--- config.mk ---
export PLATFORM = sky130hd
export DESIGN_NAME = inst_mem_loader
export DESIGN_NICKNAME = d
export VERILOG_FILES = /design/src/rtl/inst_mem_loader.sv
export SDC_FILE = /design/constraint.sdc
export NUM_CORES = 1
export LEC_CHECK = 0
export BUFFER_PORTS_ARGS = -buffer_cell sky130_fd_sc_hd__clkbuf_2
export CORE_ASPECT_RATIO = 0.6
export CORE_UTILIZATION = 52
export DETAILED_ROUTE_END_ITERATION = 8
export PLACE_DENSITY_LB_ADDON = 0.15
export SKIP_CTS_REPAIR_TIMING = 1
export SLEW_MARGIN = 10
export SYNTH_ARGS = -nofsm -noshare
export SYNTH_HDL_FRONTEND = slang
export SYNTH_SLANG_ARGS = --single-unit
--- constraint.sdc ---
create_clock -name clk -period 2.5 [get_ports clk]
set_clock_uncertainty 0.15 [all_clocks]
set_input_delay 0.125 -clock clk [delete_from_list [all_inputs] [get_ports clk]]
set_output_delay 0.125 -clock clk [all_outputs]
set_load 0.005 [all_outputs]
--- src/rtl/inst_mem_loader.sv ---
// Instruction memory loader: assembles a length-prefixed byte stream into 32-bit words and writes them.
// Define INST_LOADER_CHECKSUM_EN to require a trailing XOR checksum byte before the load is accepted.
module inst_mem_loader #(
    parameter int MEM_SIZE  = 1024,
    parameter int BASE_ADDR = 0
) (
    input  logic        clk,
    input  logic        rst_n,
    input  logic        start,
    input  logic        in_valid,
    input  logic [7:0]  in_data,
    output logic        in_ready,
    output logic        mem_we,
    output logic [31:0] mem_addr,
    output logic [31:0] mem_wdata,
    output logic        cpu_hold,
    output logic        done,
    output logic        err
);

    localparam logic [2:0] S_IDLE   = 3'd0;
    localparam logic [2:0] S_LEN_HI = 3'd1;
    localparam logic [2:0] S_LEN_LO = 3'd2;
    localparam logic [2:0] S_DATA   = 3'd3;
    localparam logic [2:0] S_WRITE  = 3'd4;
    localparam logic [2:0] S_DONE   = 3'd5;
    localparam logic [2:0] S_ERR    = 3'd6;
    localparam logic [2:0] S_CHK    = 3'd7;

    localparam logic [31:0] BASE     = 32'(BASE_ADDR);
    localparam logic [31:0] CAPACITY = 32'(MEM_SIZE - BASE_ADDR);

    // Where a finished (or empty) program goes: straight to DONE, or via the checksum byte.
`ifdef INST_LOADER_CHECKSUM_EN
    localparam logic [2:0] S_FINISH = S_CHK;
`else
    localparam logic [2:0] S_FINISH = S_DONE;
`endif

    logic [2:0]  state;
    logic [2:0]  next_state;
    logic [7:0]  len_hi;
    logic [15:0] word_count;
    logic [15:0] word_idx;
    logic [1:0]  byte_cnt;
    logic [23:0] word_reg;
    logic        xfer;
    logic [15:0] len_n;
    logic        last_word;
    logic        csum_ok;

`ifdef INST_LOADER_CHECKSUM_EN
    logic [7:0]  csum;
    assign csum_ok = (csum == in_data);
`else
    assign csum_ok = 1'b0;
`endif

    assign xfer      = in_valid & in_ready;
    assign len_n     = {len_hi, in_data};
    assign last_word = (word_idx + 16'd1) == word_count;

    always_comb begin
        next_state = state;
        case (state)
            S_IDLE, S_DONE, S_ERR: begin
                if (start) next_state = S_LEN_HI;
            end
            S_LEN_HI: begin
                if (xfer) next_state = S_LEN_LO;
            end
            S_LEN_LO: begin
                if (xfer) begin
                    if (len_n == 16'd0)
                        next_state = S_FINISH;
                    else if ({16'd0, len_n} > CAPACITY)
                        next_state = S_ERR;
                    else
                        next_state = S_DATA;
                end
            end
            S_DATA: begin
                if (xfer && byte_cnt == 2'd3) next_state = S_WRITE;
            end
            S_WRITE: begin
                next_state = last_word ? S_FINISH : S_DATA;
            end
            S_CHK: begin
                if (xfer) next_state = csum_ok ? S_DONE : S_ERR;
            end
            default: next_state = S_IDLE;
        endcase
    end

    // Outputs are registered from the next state so they line up with the state they describe.
    always_ff @(posedge clk or negedge rst_n) begin
        if (!rst_n) begin
            state      <= S_IDLE;
            in_ready   <= 1'b0;
            mem_we     <= 1'b0;
            mem_addr   <= BASE;
            mem_wdata  <= 32'd0;
            cpu_hold   <= 1'b1;
            done       <= 1'b0;
            err        <= 1'b0;
            len_hi     <= 8'd0;
            word_count <= 16'd0;
            word_idx   <= 16'd0;
            byte_cnt   <= 2'd0;
            word_reg   <= 24'd0;
`ifdef INST_LOADER_CHECKSUM_EN
            csum       <= 8'd0;
`endif
        end else begin
            state    <= next_state;
            in_ready <= (next_state == S_LEN_HI) || (next_state == S_LEN_LO) ||
                        (next_state == S_DATA) || (next_state == S_CHK);
            mem_we   <= (next_state == S_WRITE);
            cpu_hold <= (next_state != S_DONE);
            done     <= (next_state == S_DONE);
            err      <= (next_state == S_ERR);

            if (next_state == S_LEN_HI && state != S_LEN_HI) begin
                word_idx <= 16'd0;
                byte_cnt <= 2'd0;
`ifdef INST_LOADER_CHECKSUM_EN
                csum     <= 8'd0;
`endif
            end

`ifdef INST_LOADER_CHECKSUM_EN
            if (xfer && state != S_CHK) csum <= csum ^ in_data;
`endif

            if (xfer && state == S_LEN_HI) len_hi <= in_data;
            if (xfer && state == S_LEN_LO) word_count <= len_n;

            if (xfer && state == S_DATA) begin
                word_reg <= {word_reg[15:0], in_data};
                byte_cnt <= byte_cnt + 2'd1;
                if (byte_cnt == 2'd3) begin
                    mem_addr  <= BASE + 32'(word_idx);
                    mem_wdata <= {word_reg, in_data};
                end
            end

            if (state == S_WRITE) word_idx <= word_idx + 16'd1;
        end
    end

endmodule

# [Word-level counts from Yosys, hierarchy flattened]
# Index checks and enable logic that the tools add are counted.
[word_totals] elab_cells=62 reg_bits=122
[classes] order_cmp=1 n_addsub=2 bitwise=1 eq_ne=18 mux=13 n_reduce_logical=14
[ops] cell="$mux 16" count=2
[ops] cell="$eq 3x3->1 const B" count=8
[ops] cell="$mux 3" count=8
[ops] cell="$pmux 3 s6" count=1
[ops] cell="$add 16x1->16 const B" count=1
[ops] cell="$eq 16x16->1" count=1
[ops] cell="$gt 16x11->1 const B" count=1
[ops] cell="$logic_not 16->1" count=1
[ops] cell="$eq 3x2->1 const B" count=4
[ops] cell="$eq 3x1->1 const B" count=2
[ops] cell="$logic_and 1x1->1" count=5
[ops] cell="$mux 2" count=2
[ops] cell="$reduce_bool 2->1" count=2
[ops] cell="$logic_not 3->1" count=1
[ops] cell="$logic_or 1x1->1" count=3
[ops] cell="$ne 3x1->1 const B" count=1
[ops] cell="$ne 3x3->1 const B" count=1
[ops] cell="$reduce_or 3->1" count=1
[ops] cell="$add 2x1->2 const B" count=1
[ops] cell="$eq 2x2->1 const B" count=1
[ops] cell="$reduce_and 2->1" count=1
[ops] cell="$and 1x1->1" count=1

# [Depth between registers and ports, before layout]
# Gate-level depths: netlist of run 1.
[logic_depth] depth_word=9 ltp_mapped=9 mapped_depth_nobuf=7

# [Worst setup path after synthesis of run 1]
# No wires, ideal clock.
[synth_timing] kind="flip-flop to flip-flop" start="register word_idx[0]" end="register cpu_hold" n_path_buf=1 path_stages_with_launch=9 path_slack_ns=0.144 arrival_ns=2.129 period_less_slack_ns=2.356 cell_sequence="dfrtp_1 -> ha_1 -> and2_1 -> clkbuf_1 -> nand3_1 -> a211oi_2 -> o211ai_1 -> or4b_4 -> a21o_1"
[synth_via] elab_chain_cells=5
[synth_lines] item="start: declaration" line_no="44" source="logic [15:0] word_idx;"
[synth_lines] item="start signal: assignment" line_no="147" source="if (state == S_WRITE) word_idx <= word_idx + 16'd1;"
[synth_lines] item="$add 16x1->16" line_no="61" source="assign last_word = (word_idx + 16'd1) == word_count;"
[synth_lines] item="$eq 16x16->1" line_no="61"
[synth_lines] item="$mux 3" line_no="86" source="next_state = last_word ? S_FINISH : S_DATA;"
[synth_lines] item="$pmux 3 s6" line_no="65" source="case (state)"
[synth_lines] item="$ne 3x3->1" line_no="119" source="cpu_hold <= (next_state != S_DONE);"
[synth_lines] item="end signal: assignment" line_no="119"
[synth_lines] item="end: declaration" line_no="16" source="output logic cpu_hold,"
# No other way between the ends.
# A chain may end at the register's enable or synchronous reset.

# [Worst setup path after layout of run 1]
[layout_timing] start="register word_idx[5]" end="register cpu_hold"
# Same word-level chain as after synthesis.

==> impl_metrics.ini, run 1 <==
[clocking]
clockBufferDepth = 2
clk_latency_ns = 0.41
cts_buffers = 17
cts.sinks = 122
h-tree-depth = 4
root_buffer = clkbuf_16
clk_pin_slew_ns = 0.06
tritoncts = built

[detailed_routing]
drt-pass1-iter-count = 7
num_vias = 4287
ant_nets = 0
drc = 2
avgRoutedWirePerCell_um = 18.1
wl_mm = 13.9
vias_per_cell = 5.60
drt_iter0_drc = 343

[critical_path]
critical_path_buf_inv_count = 0
path_class = reg2reg
critPathMaxFanout = 6
startpoint = word_idx[5]$_DFFE_PN0P_
reg2reg_depth = 6
critical_path.top_delay_family = simple AND/OR/NAND/NOR gates
worstPathCellList = nand4_1 -> or3_1 -> a2bb2oi_2 -> o211ai_1 -> or4b_4 -> a21o_1
r2r-end = cpu_hold$_DFF_PN1_
max_stage_delay_ns = 0.56
regToRegSetupSlack_ns = 0.06
crit_end = cpu_hold$_DFF_PN1_
cp.depth = 6
start_kind = flip-flop
cp-end-kind = flip-flop
reg2reg_from = word_idx[5]$_DFFE_PN0P_
crit_slowest_cell = or4b_4
cp.required_ns = 2.69
arrival_ns = 2.63

[floorplan]
dieHeight_um = 83.1
dieArea_um2 = 11400
core_um2 = 10600
io_pins = 81
rows = 29
start_util_pct = 53.7
die_w_um = 137

[run_status]
violations = design-rule violations
status = finished with violations

[final_layout]
final_util_pct = 66.3
final_nets = 627
finalInstanceArea_um2 = 7020
antenna_cells = 0
largest_reg_flops = 32
final_layout_size_suffix_gt1_share_pct = 35.8
syn2layout_area_growth_pct = 23.3

[timing]
post-route-period-util_pct = 97.5
max_slew_margin_pct = 64.8
fin_ws_ns = 0.0614
tightest_slew_ns = 0.528
finalMaxSlewViolations = 0
period_minus_slack_ns = 2.44
hold_violations = 0
fmax_ghz = 0.410
setup_viol = 0

[placed_design]
post-dp-hpwl_mm = 9.39
placed_area_um2 = 6280
pre_cts_slack_ns = 0.0758
portBuffers = 64
gp_congestion = 0.874

[power_and_ir_drop]
vdd_drop_max_uv = 656
power_leakage_nw = 3.39
power.density_nw_per_um2 = 1110

[grt]
grt_pass1_wl_mm = 21.9
grt_pass1_vias = 4114
grt_overflow = 0
grt_max_degree = 58
antenna_found_initial = 0
grtUsageTotal_pct = 25.8

[yosys]
synth-seq-cells = 122
yosys-top-cells-area = dfrtp_1 (53%), mux2_2 (14%), nand2_1 (5.7%)
seq_area_frac_synth_pct = 53.6
yosysMostFrequentCell = dfrtp_1
netlist_area_um2 = 5690
synthFlopType = dfrtp_1
synth.top_cell.area_share_pct = 53.2
syn-instance-count = 515
yosysWarnings = 0
async_reset_ff_share_pct = 100
yosysTopAreaCell = dfrtp_1
synth_enable_flop_cells = 0
synthTopCellsByCount = dfrtp_1 (121), nand2_1 (86), mux2_2 (70)
netlist-cell-type-count = 60
syn_avg_cell_area_um2 = 11.1

[min_path]
hp-class = in2reg
min_from = in_data[7]

[run]
drv_cap = 0
[layout make-up]
type / instances / area [µm²]
clock buffers: 20 / 467
clock inverters: 12 / 140
fillers: 793 / 3570
inverters: 9 / 33.8
multi-input cells: 355 / 2470
flip-flops and latches: 122 / 3060
well taps: 139 / 174
repair buffers: 108 / 683
[through the flow]
step | setup TNS (ns) | total power, W | std cells | hold WS (ns)
6_report | 0 | 0.00779 | 765 | 0.0205
5_1_grt | -0.00211 | 0.00820 | 765 | 0.0117
4_1_cts | 0 | 0.00765 | 755 | -0.444
3_5_place_dp | 0 | 0.00513 | 723 | -0.0125
3_3_place_gp | 0 | 0.00506 | 723 | -0.0171
2_1_floorplan | 0 | 0.00446 | 530 | -0.321
[worst reg2reg max path, cell delays in order, from the launching register on]
cell and delay (ns):
dfrtp_1 0.40, nand4_1 0.26, or3_1 0.46, a2bb2oi_2 0.20, o211ai_1 0.14, or4b_4 0.56
a21o_1 0.20
[layer usage]
layer / track usage (%) / share of wire [%] / up-vias
met4: 7.19 / 0.87 / 0
li1: - / - / 1979
met5: 0 / 0 / -
met1: 39.5 / 49 / 2142
met3: 6.41 / 6.9 / 12
met2: 36.3 / 43 / 154
[layout by cell type (no fill, tap or decap), drive strengths merged, types with 3 or more instances in the layout]
| master | instances |
|---|---|
| xor2 | 9 |
| buf | 38 |
| a21oi | 15 |
| nand4 | 6 |
| nand3 | 11 |
| nor4 | 5 |
| clkinv | 6 |
| xnor2 | 12 |
| or3 | 4 |
| a31oi | 15 |
| nand2 | 86 |
| nor2 | 14 |
| mux2 | 70 |
| o21ai | 21 |
| conb | 16 |
| o21a | 3 |
| nor3 | 9 |
| dlygate4sd3 | 7 |
| and2 | 3 |
| nand2b | 9 |
| and3 | 8 |
| inv | 11 |
| a21o | 3 |
| clkbuf | 83 |
| dfrtp | 121 |
[where the power goes]
group / internal (W) / total [W] / switching, W
clock: 0.00156 / 0.00247 / 0.000912
combinational: 0.00111 / 0.00233 / 0.00123
sequential: 0.00252 / 0.00298 / 0.000461
[logic make-up after synthesis]
family / synth area share (%)
xor+xnor: 3.23
fa+ha+maj: 0.615
compound gates: 9.34
flops: 53.6
buf+inv: 4.92
other cells: 0.0659
simple gates: 14.3
mux: 13.8
[how the worst min path moves through the flow]
stage,endpoint,slack [ns],depth (start not counted)
floorplan,byte_cnt[0]$_DFFE_PN0P_,-0.32,0
global placement,mem_wdata[18]$_DFFE_PN0P_,-0.02,1
detailed placement,mem_wdata[10]$_DFFE_PN0P_,-0.01,1
CTS,mem_wdata[18]$_DFFE_PN0P_,-0.44,1
global route,mem_wdata[6]$_DFFE_PN0P_,0.01,4
finish,mem_wdata[7]$_DFFE_PN0P_,0.02,4
(Power assumes the default switching activity.)
==> run 2, diff against run 1 <==
PLACE_DENSITY = 0.76   (was unset)
PLACE_DENSITY_LB_ADDON = unset   (was 0.15)
==> run 2 against run 1 <==
The flow finishes with violations (negative hold slack); worst hold slack got worse by 0.023 ns; via count increased by 1.1%; first-iteration DRC count is 1.5% higher; critical endpoint unchanged.
==> impl_metrics.ini, run 2 (synthesis results as in run 1) <==
[run_status]
status = finished with violations
violations = negative hold slack

[clocking]
cts.sinks = 122
clk_latency_ns = 0.42
clockBufferDepth = 2
tritoncts = built
cts_buffers = 17
root_buffer = clkbuf_16
h-tree-depth = 4
clk_pin_slew_ns = 0.06

[critical_path]
max_stage_delay_ns = 0.56
path_class = reg2reg
start_kind = flip-flop
cp.required_ns = 2.70
critPathMaxFanout = 6
crit_slowest_cell = or4b_4
worstPathCellList = ha_2 -> and2_2 -> nand3_1 -> a211oi_2 -> o211ai_1 -> or4b_4 -> a21o_1
arrival_ns = 2.64
cp-end-kind = flip-flop
regToRegSetupSlack_ns = 0.06

[grt]
grt_max_degree = 52
use_met3_pct = 8.12
grt.busiest_layer = met2
grt_overflow = 0
antenna_found_initial = 0
grt_pass1_wl_mm = 21.2
globalRouteMet1Util_pct = 34.3
grt_pass1_vias = 4141
grtUsageTotal_pct = 24.7
use_met2_pct = 35.9

[detailed_routing]
drt_iter0_drc = 348
ant_nets = 0
drc = 0
vias_per_cell = 5.74
num_vias = 4333
avgRoutedWirePerCell_um = 17.9
drt-pass1-iter-count = 5
wl_mm = 13.5

[final_layout]
multi_input_area_um2 = 2480
largest_reg_flops = 32
final_layout_size_suffix_gt1_share_pct = 36.2
nFillCells = 811
final_cell_mix = dfrtp_1 (112), nand2_1 (86), mux2_2 (70)
final_common_cell = dfrtp_1
syn2layout_area_growth_pct = 21.9
antenna_cells = 0
final_util_pct = 65.5
final-seq-area_um2 = 3070
fin_cells = 755
final_nets = 617

[floorplan]
rows = 29
io_pins = 81
dieArea_um2 = 11400
start_util_pct = 53.7
dieHeight_um = 83.1
core_um2 = 10600
die_w_um = 137

[timing]
post-route-period-util_pct = 97.6
hold_violations = 1
period_minus_slack_ns = 2.44
finalMaxSlewViolations = 0
fmax_ghz = 0.410
max_slew_margin_pct = 61.7
setup_viol = 0
timing.hold.ws_ns = -0.00291
rsz0062_at_grt = yes
tightest_slew_ns = 0.573

[placed_design]
gp_congestion = 0.932
portBuffers = 64
post-dp-hpwl_mm = 8.99
placed_cells = 713

[power_and_ir_drop]
fin_total_pwr_w = 0.00770
power.density_nw_per_um2 = 1110
power_leakage_nw = 3.31
vdd_drop_max_uv = 594

[min_path]
hp-class = in2reg

[run]
drv_cap = 0
run 2: per-layer routing:
metal  share of wire (%)  vias to the layer above
li1                    -                     1954
met1                  43                     2110
met2                  44                      228
met3                  10                       41
met4                 2.8                        0
met5                   0                        -
run 2: layout make-up:
cell class              count  area share [%]
flip-flops and latches    122            44.2
multi-input cells         355            35.8
repair buffers             98            8.76
clock buffers              17            6.13
well taps                 139            2.51
clock inverters            15            2.18
inverters                   9           0.487
run 2: worst paths after layout:
kind / startpoint / end / cells after the start
setup reg to reg: word_idx[1]$_DFFE_PN0P_ / cpu_hold$_DFF_PN1_ / 7
setup / recovery: word_idx[1]$_DFFE_PN0P_ / cpu_hold$_DFF_PN1_ / 7
min in group asynchronous: rst_n / mem_addr[5]$_DFFE_PN0P_ / 3
hold reg to reg: mem_addr[11]$_DFFE_PN0P_ / mem_addr[11]$_DFFE_PN0P_ / 2
max in group asynchronous: rst_n / word_idx[6]$_DFFE_PN0P_ / 3
hold / removal: in_data[1] / mem_wdata[1]$_DFFE_PN0P_ / 4
run 2: power breakdown:
group          leakage, nW  internal, W  switching, W
logic                 1.44      0.00109       0.00122
registers             1.59      0.00252      0.000483
clock network        0.279      0.00146      0.000924
total                 3.31      0.00508       0.00263
run 2: critical path: cells and delay by family, from the launching register on:
kind,cells,cell delay (ns)
compound gates,3,0.60
fa+ha+maj,1,0.26
simple gates,3,0.94
flops,1,0.41
run 2: per-stage QoR:
stage | area (µm²) | TNS [ns] | worst slack (ns)
after floorplan | 5750 | 0 | 0.144
after global placement | 6210 | 0 | 0.128
after detailed placement | 6210 | 0 | 0.0526
after CTS | 6780 | -0.0378 | -0.0301
after global routing | 6940 | -0.0348 | -0.0255
final | 6940 | 0 | 0.0603
